[config.mk]
export PLATFORM = sky130hd
export DESIGN_NAME = operand_entry
export DESIGN_NICKNAME = d
export VERILOG_FILES = /design/src/rtl/operand_entry.sv
export SDC_FILE = /design/constraint.sdc
export NUM_CORES = 1
export LEC_CHECK = 0
export CORE_MARGIN = 2
export CORE_UTILIZATION = 35
export DETAILED_ROUTE_END_ITERATION = 10
export GPL_TIMING_DRIVEN = 1
export PLACE_DENSITY_LB_ADDON = 0.05
export SLEW_MARGIN = 20
export SYNTH_ARGS = -nofsm -noshare
export SYNTH_HDL_FRONTEND = slang
export SYNTH_SLANG_ARGS = --single-unit
[constraint.sdc]
create_clock -name clk -period 1.7 [get_ports clk]
set_input_delay 0.17 -clock clk [delete_from_list [all_inputs] [get_ports clk]]
set_output_delay 0.17 -clock clk [all_outputs]
set_load 0.02 [all_outputs]
[src/rtl/operand_entry.sv]
// rtl/operand_entry.sv - button-driven serial operand entry with NUM_OPS operand slots
//
// Synchronises and edge-detects four raw buttons, shifts bits into a WIDTH-bit
// entry register in either direction and commits the entry to a selected slot.
//
// Optional feature macro: OPERAND_ENTRY_LOCK_EN
//   defined     : once the entry holds WIDTH bits, further bit presses are ignored
//   not defined : further bit presses keep shifting, dropping the oldest bit
//
// Ports:
//   clk        in   system clock, rising edge
//   rstn       in   asynchronous active-low reset
//   btn0       in   raw button, enter a 0 bit
//   btn1       in   raw button, enter a 1 bit
//   btn_store  in   raw button, commit entry to slot sel
//   btn_clear  in   raw button, discard current entry
//   dir        in   0 = shift left (new bit at LSB), 1 = shift right (new bit at MSB)
//   sel        in   target slot for store
//   entry      out  value being assembled
//   count      out  bits entered since last clear/store, saturating at WIDTH
//   full       out  count == WIDTH
//   operands   out  slot i at [i*WIDTH +: WIDTH]
//   valid      out  slot i written since reset
//   store_done out  one-cycle flag, slot write this cycle
module operand_entry #(
    parameter int WIDTH       = 8,
    parameter int NUM_OPS     = 2,
    parameter int SYNC_STAGES = 2,
    localparam int SELW       = (NUM_OPS > 1) ? $clog2(NUM_OPS) : 1,
    localparam int CW         = $clog2(WIDTH + 1)
) (
    input  logic                     clk,
    input  logic                     rstn,
    input  logic                     btn0,
    input  logic                     btn1,
    input  logic                     btn_store,
    input  logic                     btn_clear,
    input  logic                     dir,
    input  logic [SELW-1:0]          sel,
    output logic [WIDTH-1:0]         entry,
    output logic [CW-1:0]            count,
    output logic                     full,
    output logic [NUM_OPS*WIDTH-1:0] operands,
    output logic [NUM_OPS-1:0]       valid,
    output logic                     store_done
);

    // Button vector bit order: {clear, store, one, zero}
    localparam int B_ZERO  = 0;
    localparam int B_ONE   = 1;
    localparam int B_STORE = 2;
    localparam int B_CLEAR = 3;

    logic [3:0]               sync_q [SYNC_STAGES];
    logic [3:0]               sync_d [SYNC_STAGES];
    logic [3:0]               prev_q, prev_d;
    logic [3:0]               pulse;
    logic [WIDTH-1:0]         entry_q, entry_d;
    logic [CW-1:0]            count_q, count_d;
    logic                     full_q, full_d;
    logic [NUM_OPS*WIDTH-1:0] operands_q, operands_d;
    logic [NUM_OPS-1:0]       valid_q, valid_d;
    logic                     store_done_q, store_done_d;
    logic                     bit_val;
    logic                     shift_ok;

    always_comb begin
        sync_d[0] = {btn_clear, btn_store, btn1, btn0};
        for (int s = 1; s < SYNC_STAGES; s++) begin
            sync_d[s] = sync_q[s-1];
        end
        prev_d = sync_q[SYNC_STAGES-1];
        // Rising-edge detect on the synchronised level: one pulse per press
        pulse  = sync_q[SYNC_STAGES-1] & ~prev_q;

        entry_d      = entry_q;
        count_d      = count_q;
        operands_d   = operands_q;
        valid_d      = valid_q;
        store_done_d = 1'b0;
        bit_val      = pulse[B_ONE];
`ifdef OPERAND_ENTRY_LOCK_EN
        shift_ok     = !full_q;
`else
        shift_ok     = 1'b1;
`endif

        if (pulse[B_CLEAR]) begin
            entry_d = '0;
            count_d = '0;
        end else if (pulse[B_STORE]) begin
            // Out-of-range sel matches no slot, so the write and flag are suppressed
            for (int i = 0; i < NUM_OPS; i++) begin
                if (sel == SELW'(i)) begin
                    operands_d[i*WIDTH +: WIDTH] = entry_q;
                    valid_d[i]                   = 1'b1;
                    store_done_d                 = 1'b1;
                end
            end
            entry_d = '0;
            count_d = '0;
        end else if ((pulse[B_ZERO] ^ pulse[B_ONE]) && shift_ok) begin
            if (dir) begin
                entry_d = {bit_val, entry_q[WIDTH-1:1]};
            end else begin
                entry_d = {entry_q[WIDTH-2:0], bit_val};
            end
            if (count_q != CW'(WIDTH)) begin
                count_d = count_q + CW'(1);
            end
        end

        full_d = (count_d == CW'(WIDTH));
    end

    always_ff @(posedge clk or negedge rstn) begin
        if (!rstn) begin
            for (int s = 0; s < SYNC_STAGES; s++) begin
                sync_q[s] <= '0;
            end
            prev_q       <= '0;
            entry_q      <= '0;
            count_q      <= '0;
            full_q       <= 1'b0;
            operands_q   <= '0;
            valid_q      <= '0;
            store_done_q <= 1'b0;
        end else begin
            for (int s = 0; s < SYNC_STAGES; s++) begin
                sync_q[s] <= sync_d[s];
            end
            prev_q       <= prev_d;
            entry_q      <= entry_d;
            count_q      <= count_d;
            full_q       <= full_d;
            operands_q   <= operands_d;
            valid_q      <= valid_d;
            store_done_q <= store_done_d;
        end
    end

    assign entry      = entry_q;
    assign count      = count_q;
    assign full       = full_q;
    assign operands   = operands_q;
    assign valid      = valid_q;
    assign store_done = store_done_q;

endmodule

==> impl_metrics.yaml, run 1 <==
global_routing:
  first_global_vias: 1055
  grt_overflow_total: 0
  antenna_found_initial: 0
  grt_first_pass_wirelength_um: 5240
  grt.total_usage: 0.129
  grt_max_degree: 25
synth:
  synth-xor-area-share: 0.0145
  ys_types: 27
  synth_simple_gate_area_share: 0.0899
  yosysTopAreaCell: "dfrtp_1"
  synth_compound_area_frac: 0.0558
  synthAdderAreaFrac: 0.0145
  synth_top_area_share: 0.638
  synth_area_um2: 1730
  yosysSeqAreaShare: 0.638
  netlist_instances: 120
  synth_top_family_by_area: "multiplexers"
  synthTopCellsByArea: "dfrtp_1, mux2_2, mux2i_1"
  ys_seq_elements: 44
  ys.warnings.count: 0
  synthMuxAreaShare: 0.162
  syn_avg_cell_area_um2: 14.4
  synthesis.nets: 130
pwr:
  power_leakage_nw: 1.06
  power_w: 0.00280
  power_density_nw_per_um2: 1200
  ir_drop_uv: 731
critical_path:
  path_buf_inv: 1
  critPathSlowestCell: "clkdlybuf4s50_1"
  cp_max_fo: 6
  crit_type: "flip-flop to output pin"
  cp_slowest_stage_delay_ps: 650
  crit_chain: "clkdlybuf4s50_1"
  end_kind: "output pin"
  start_kind: "flip-flop"
  cp_top_family: "buffers and inverters"
  cp.arrival_ps: 1400
  required_ps: 1530
  rrSetupSlack_ps: 150
sta:
  slew_headroom: 0.669
  period_share: 0.923
  setup_viol: 0
  fin_setup_tns_ps: 0
  period_needed_ps: 1570
  grt_setup_unrepaired: "no"
  hold_viol: 0
  skew_ps: 4.30
  drv_slew: 0
  worstMarginPinSlew_ps: 497
  max_freq_mhz: 637
floorplan:
  design.die.area_um2: 5510
  std_cell_rows: 25
  fp.dieW_um: 74.2
  num_io_pins: 40
  coreArea_um2: 4720
  die_y_um: 74.2
  start_util: 0.365
detailed_routing:
  drc_errors: 0
  drt_iter0_drc: 70
  drt-total-wl_um: 3180
  num_vias: 1097
  drtPass1Iterations: 6
  viasPerCell: 4.67
  ant_nets: 0
  routedWlPerCell_um: 13.5
run_status:
  status: "finished, final reports clean"
cells_and_area:
  nNetsFinal: 177
  area_growth_pct: 35.8
  n_antenna_cell: 0
  post_route_cells_drive_above_1_share: 0.214
placement:
  hpwl_um: 2170
  gp_congestion: 0.774
  port_buffers: 39
clock_tree:
  cts.sinks: 44
  clkLatencyLatePin_ps: 290
  clk_pin_slew_ps: 80
  htreeDepth: 2
  cts_tree: "done"
  cts_buffer_depth: 2
  root_buffer: "clkbuf_8"
  cts_inserted_buffers: 5
  post_cts_buffers: 0
job:
  maxCapViolCount: 0
min_path:
  hold_path_class: "input pin to flip-flop"
[area by class of cell]
| class | count | area [um2] |
|---|---|---|
| Tap cell | 67 | 83.8 |
| Multi-Input combinational cell | 69 | 582 |
| Clock inverter | 1 | 30.0 |
| Fill cell | 418 | 2380 |
| Clock buffer | 7 | 96.3 |
| Sequential cell | 44 | 1100 |
| Timing Repair Buffer | 44 | 438 |
| Inverter | 3 | 11.3 |
[path summary, 6_finish.rpt]
| path | depth (start not counted) | endpoint | startpoint |
|---|---|---|---|
| worst min-delay path | 1 | sync_d[1] | btn1 |
| worst max-delay path | 1 | entry[2] | entry[2] |
| min in group asynchronous | 2 | count[0] | rstn |
| worst max register to register | 5 | full | prev_d[1] |
| max in group asynchronous | 3 | operands[12] | rstn |
| worst min register to register | 0 | prev_d[1] | sync_d[1] |
[kinds of logic (layout without fill, tap and decap cells)]
logic type | after synthesis | after routing
buffers and inverters | 7 | 55
AND/OR/NAND/NOR | 26 | 26
adder cells (fa/ha/maj) | 2 | 2
multiplexers | 26 | 26
XOR/XNOR | 2 | 2
AO/OA/AOI/OAI | 13 | 13
flip-flops | 44 | 44
[metrics by stage]
step                setup WS (ps)   util  std cells  hold WS, ps  cell area, um2
finish                        131  0.496        235          318            2340
global route                 42.5  0.496        235          313            2340
CTS                           110  0.496        235          305            2340
detailed placement           11.7  0.467        226          172            2210
global placement             74.4  0.467        226          159            2210
floorplan                     342      -        120         -126            1730
[flip-flops by register name, summed over array words and instances, names as in the netlist]
signal and flops:
store_done 1, operands 16, entry 8, prev_d 4
full 1, valid 2, sync_d 4, prev_q 4
count 4
[where the power goes]
| part | total, W | switching [W] | internal (W) | leakage [nW] |
|---|---|---|---|---|
| combinational | 0.000673 | 0.000326 | 0.000347 | 0.437 |
| clock | 0.000852 | 0.000334 | 0.000518 | 0.0645 |
| sequential | 0.00128 | 0.0000970 | 0.00118 | 0.555 |
| total | 0.00280 | 0.000757 | 0.00204 | 1.06 |
[layout by cell type (no fill, tap or decap)]
cell	count
o21ai_1	1
clkbuf_8	7
buf_4	3
buf_2	1
nand2_1	2
buf_12	1
mux2_2	16
dlygate4sd3_1	1
or2_2	1
nand4b_1	1
nor2b_1	1
o211a_1	1
a21oi_1	1
nor3_4	1
mux2i_1	10
clkdlybuf4s50_1	38
a211oi_1	8
bufinv_16	1
dfrtp_1	44
nand2b_1	3
nor2b_4	1
nand2b_4	1
ha_1	2
xnor2_1	1
xnor2_2	1
and3_1	1
a21boi_1	1
a211o_1	1
nor2_1	12
nand2_2	2
inv_1	3
[synth_stat cells (all sizes together)]
cell / instances
nor2: 12
ha: 2
buf: 3
mux2: 16
and3: 1
a211oi: 8
nor2b: 2
nor3: 1
a21boi: 1
nand4b: 1
a211o: 1
o211a: 1
inv: 3
mux2i: 10
a21oi: 1
xnor2: 2
or2: 1
nand2b: 4
o21ai: 1
clkbuf: 1
nand2: 4
dfrtp: 44
[metal layers]
layer / global-route usage / vias up / part of all wire
li1: - / 511 / -
met1: 0.188 / 548 / 0.49
met2: 0.182 / 32 / 0.45
met3: 0.0407 / 6 / 0.049
met4: 0.0476 / 0 / 0.014
met5: 0 / - / 0
[what timing repair did]
action | CTS | global route
resized for setup | 0 | 0
hold endpoints to repair | 20 | 0
hold buffers | 1 | 0
No activity file was read; power rests on OpenSTA's default activity.
==> run 2: changes to the inputs <==
--- a/config.mk
+++ b/config.mk
@@ -6,11 +6,11 @@
 export NUM_CORES = 1
 export LEC_CHECK = 0
 export CORE_MARGIN = 2
-export CORE_UTILIZATION = 35
+export CORE_UTILIZATION = 45
 export DETAILED_ROUTE_END_ITERATION = 10
 export GPL_TIMING_DRIVEN = 1
-export PLACE_DENSITY_LB_ADDON = 0.05
-export SLEW_MARGIN = 20
+export PLACE_DENSITY_LB_ADDON = 0.2
+export SLEW_MARGIN = 25
 export SYNTH_ARGS = -nofsm -noshare
 export SYNTH_HDL_FRONTEND = slang
 export SYNTH_SLANG_ARGS = --single-unit
==> impl_metrics.yaml, run 2 (synthesis gave the netlist of run 1 again) <==
run_status:
  status: "finished, final reports clean"
pwr:
  combPwrFrac: 0.257
  ir_drop_uv: 652
  power_leakage_nw: 1.04
  p_switching_w: 0.000749
  power_frac_seq: 0.492
  p_clk_frac: 0.251
  power_density_nw_per_um2: 1140
  intPower_w: 0.00185
  swShare: 0.288
cells_and_area:
  n_antenna_cell: 0
  postLayoutCellArea_um2: 2280
  nNetsFinal: 178
  final_common_cell: "dfrtp_1"
  fin_cells: 217
  area_growth_pct: 32.1
  layout_common_cells: "dfrtp_1, clkdlybuf4s50_1, mux2_2"
  largest_reg_flops: 16
  post_route_cells_drive_above_1_share: 0.219
  fin_util: 0.623
clock_tree:
  cts_buffer_depth: 2
  cts_tree: "done"
  clkLatencyLatePin_ps: 290
  clk_pin_slew_ps: 80
  cts_inserted_buffers: 5
  post_cts_buffers: 0
  root_buffer: "clkbuf_8"
  htreeDepth: 2
  cts.sinks: 44
sta:
  hold_viol: 0
  slew_headroom: 0.541
  grt_setup_unrepaired: "no"
  setup_viol: 0
  max_freq_mhz: 644
  period_needed_ps: 1550
  period_share: 0.914
  skew_ps: 4.54
  worstMarginPinSlew_ps: 688
  drv_slew: 0
  fin_setup_tns_ps: 0
critical_path:
  crit_type: "flip-flop to output pin"
  crit_chain: "clkdlybuf4s50_1"
  start_kind: "flip-flop"
  cp_max_fo: 5
  cp_slowest_stage_delay_ps: 650
  end_kind: "output pin"
  cp_top_family: "buffers and inverters"
  required_ps: 1530
  rr_startpoint: "prev_d[1]"
  cp.arrival_ps: 1380
  path_buf_inv: 1
  startpoint: "entry[7]"
  critPathSlowestCell: "clkdlybuf4s50_1"
global_routing:
  grt.total_usage: 0.155
  antenna_found_initial: 0
  grt_first_pass_wirelength_um: 5040
  grt_max_degree: 34
  grt_overflow_total: 0
  first_global_vias: 1076
min_path:
  hold_path_class: "input pin to flip-flop"
  min_from: "btn0"
detailed_routing:
  drtPass1Iterations: 4
  drt-total-wl_um: 2950
  ant_nets: 0
  drc_errors: 0
  num_vias: 1079
  routedWlPerCell_um: 13.6
  viasPerCell: 4.97
  drt_iter0_drc: 25
floorplan:
  std_cell_rows: 22
  coreArea_um2: 3660
  die_y_um: 65.9
  start_util: 0.471
  num_io_pins: 40
  fp.dieW_um: 65.9
  design.die.area_um2: 4350
job:
  maxCapViolCount: 0
placement:
  hpwl_um: 2060
  dp.cells: 208
  gp_congestion: 0.703
  port_buffers: 39
  place_area_um2: 2180
run 2: cell types whose count changed in the layout (fill, tap and decap cells not counted):
cell / change
clkbuf_8: -1
buf_12: -1
clkinv_2: +2
bufinv_16: -1
buf_4: +2
run 2: metrics by stage:
stage / hold slack, ps / worst slack, ps / power [W]
final: 316 / 147 / 0.00260
after global routing: 319 / 71.5 / 0.00273
after CTS: 302 / 119 / 0.00264
after detailed placement: 256 / 36.7 / 0.00197
after global placement: 244 / 97.7 / 0.00195
after floorplan: -126 / 342 / 0.00164
run 2: worst paths after layout:
kind	slack, ps	to	cells after the start
max reg2reg	190	full	5
min	320	sync_d[0]	1
max	150	entry[7]	1
min in group asynchronous	460	count[0]	2
max in group asynchronous	670	operands[13]	3
min reg2reg	350	prev_d[0]	0
run 2: repair_timing:
action,4_1_cts,5_1_grt
hold buffers,1,0
endpoints found under the hold margin,31,0
resized for setup,0,0
run 2: area by class of cell:
| cell class | count | area [um2] |
|---|---|---|
| clock inverter | 2 | 10.0 |
| clock buffer | 6 | 82.6 |
| tap | 48 | 60.1 |
| timing repair buffer | 45 | 433 |
| fill | 299 | 1380 |
| inverter | 3 | 11.3 |
| sequential | 44 | 1100 |
| multi-input combinational | 69 | 582 |
run 2: power groups by stage:
stage                     registers [W]  clock network [W]  logic, W
after detailed placement        0.00130                  0  0.000672
after global routing            0.00130           0.000721  0.000714
after global placement          0.00129                  0  0.000659
after CTS                       0.00128           0.000680  0.000676
after floorplan                 0.00143                  0  0.000208
final                           0.00128           0.000653  0.000667
run 2: routing by layer:
metal | up-vias | share of wire | global-route usage
met5 | - | 0 | 0
met4 | 0 | 0.018 | 0.0703
met3 | 5 | 0.046 | 0.0341
met2 | 28 | 0.46 | 0.235
met1 | 537 | 0.47 | 0.214
li1 | 509 | - | -
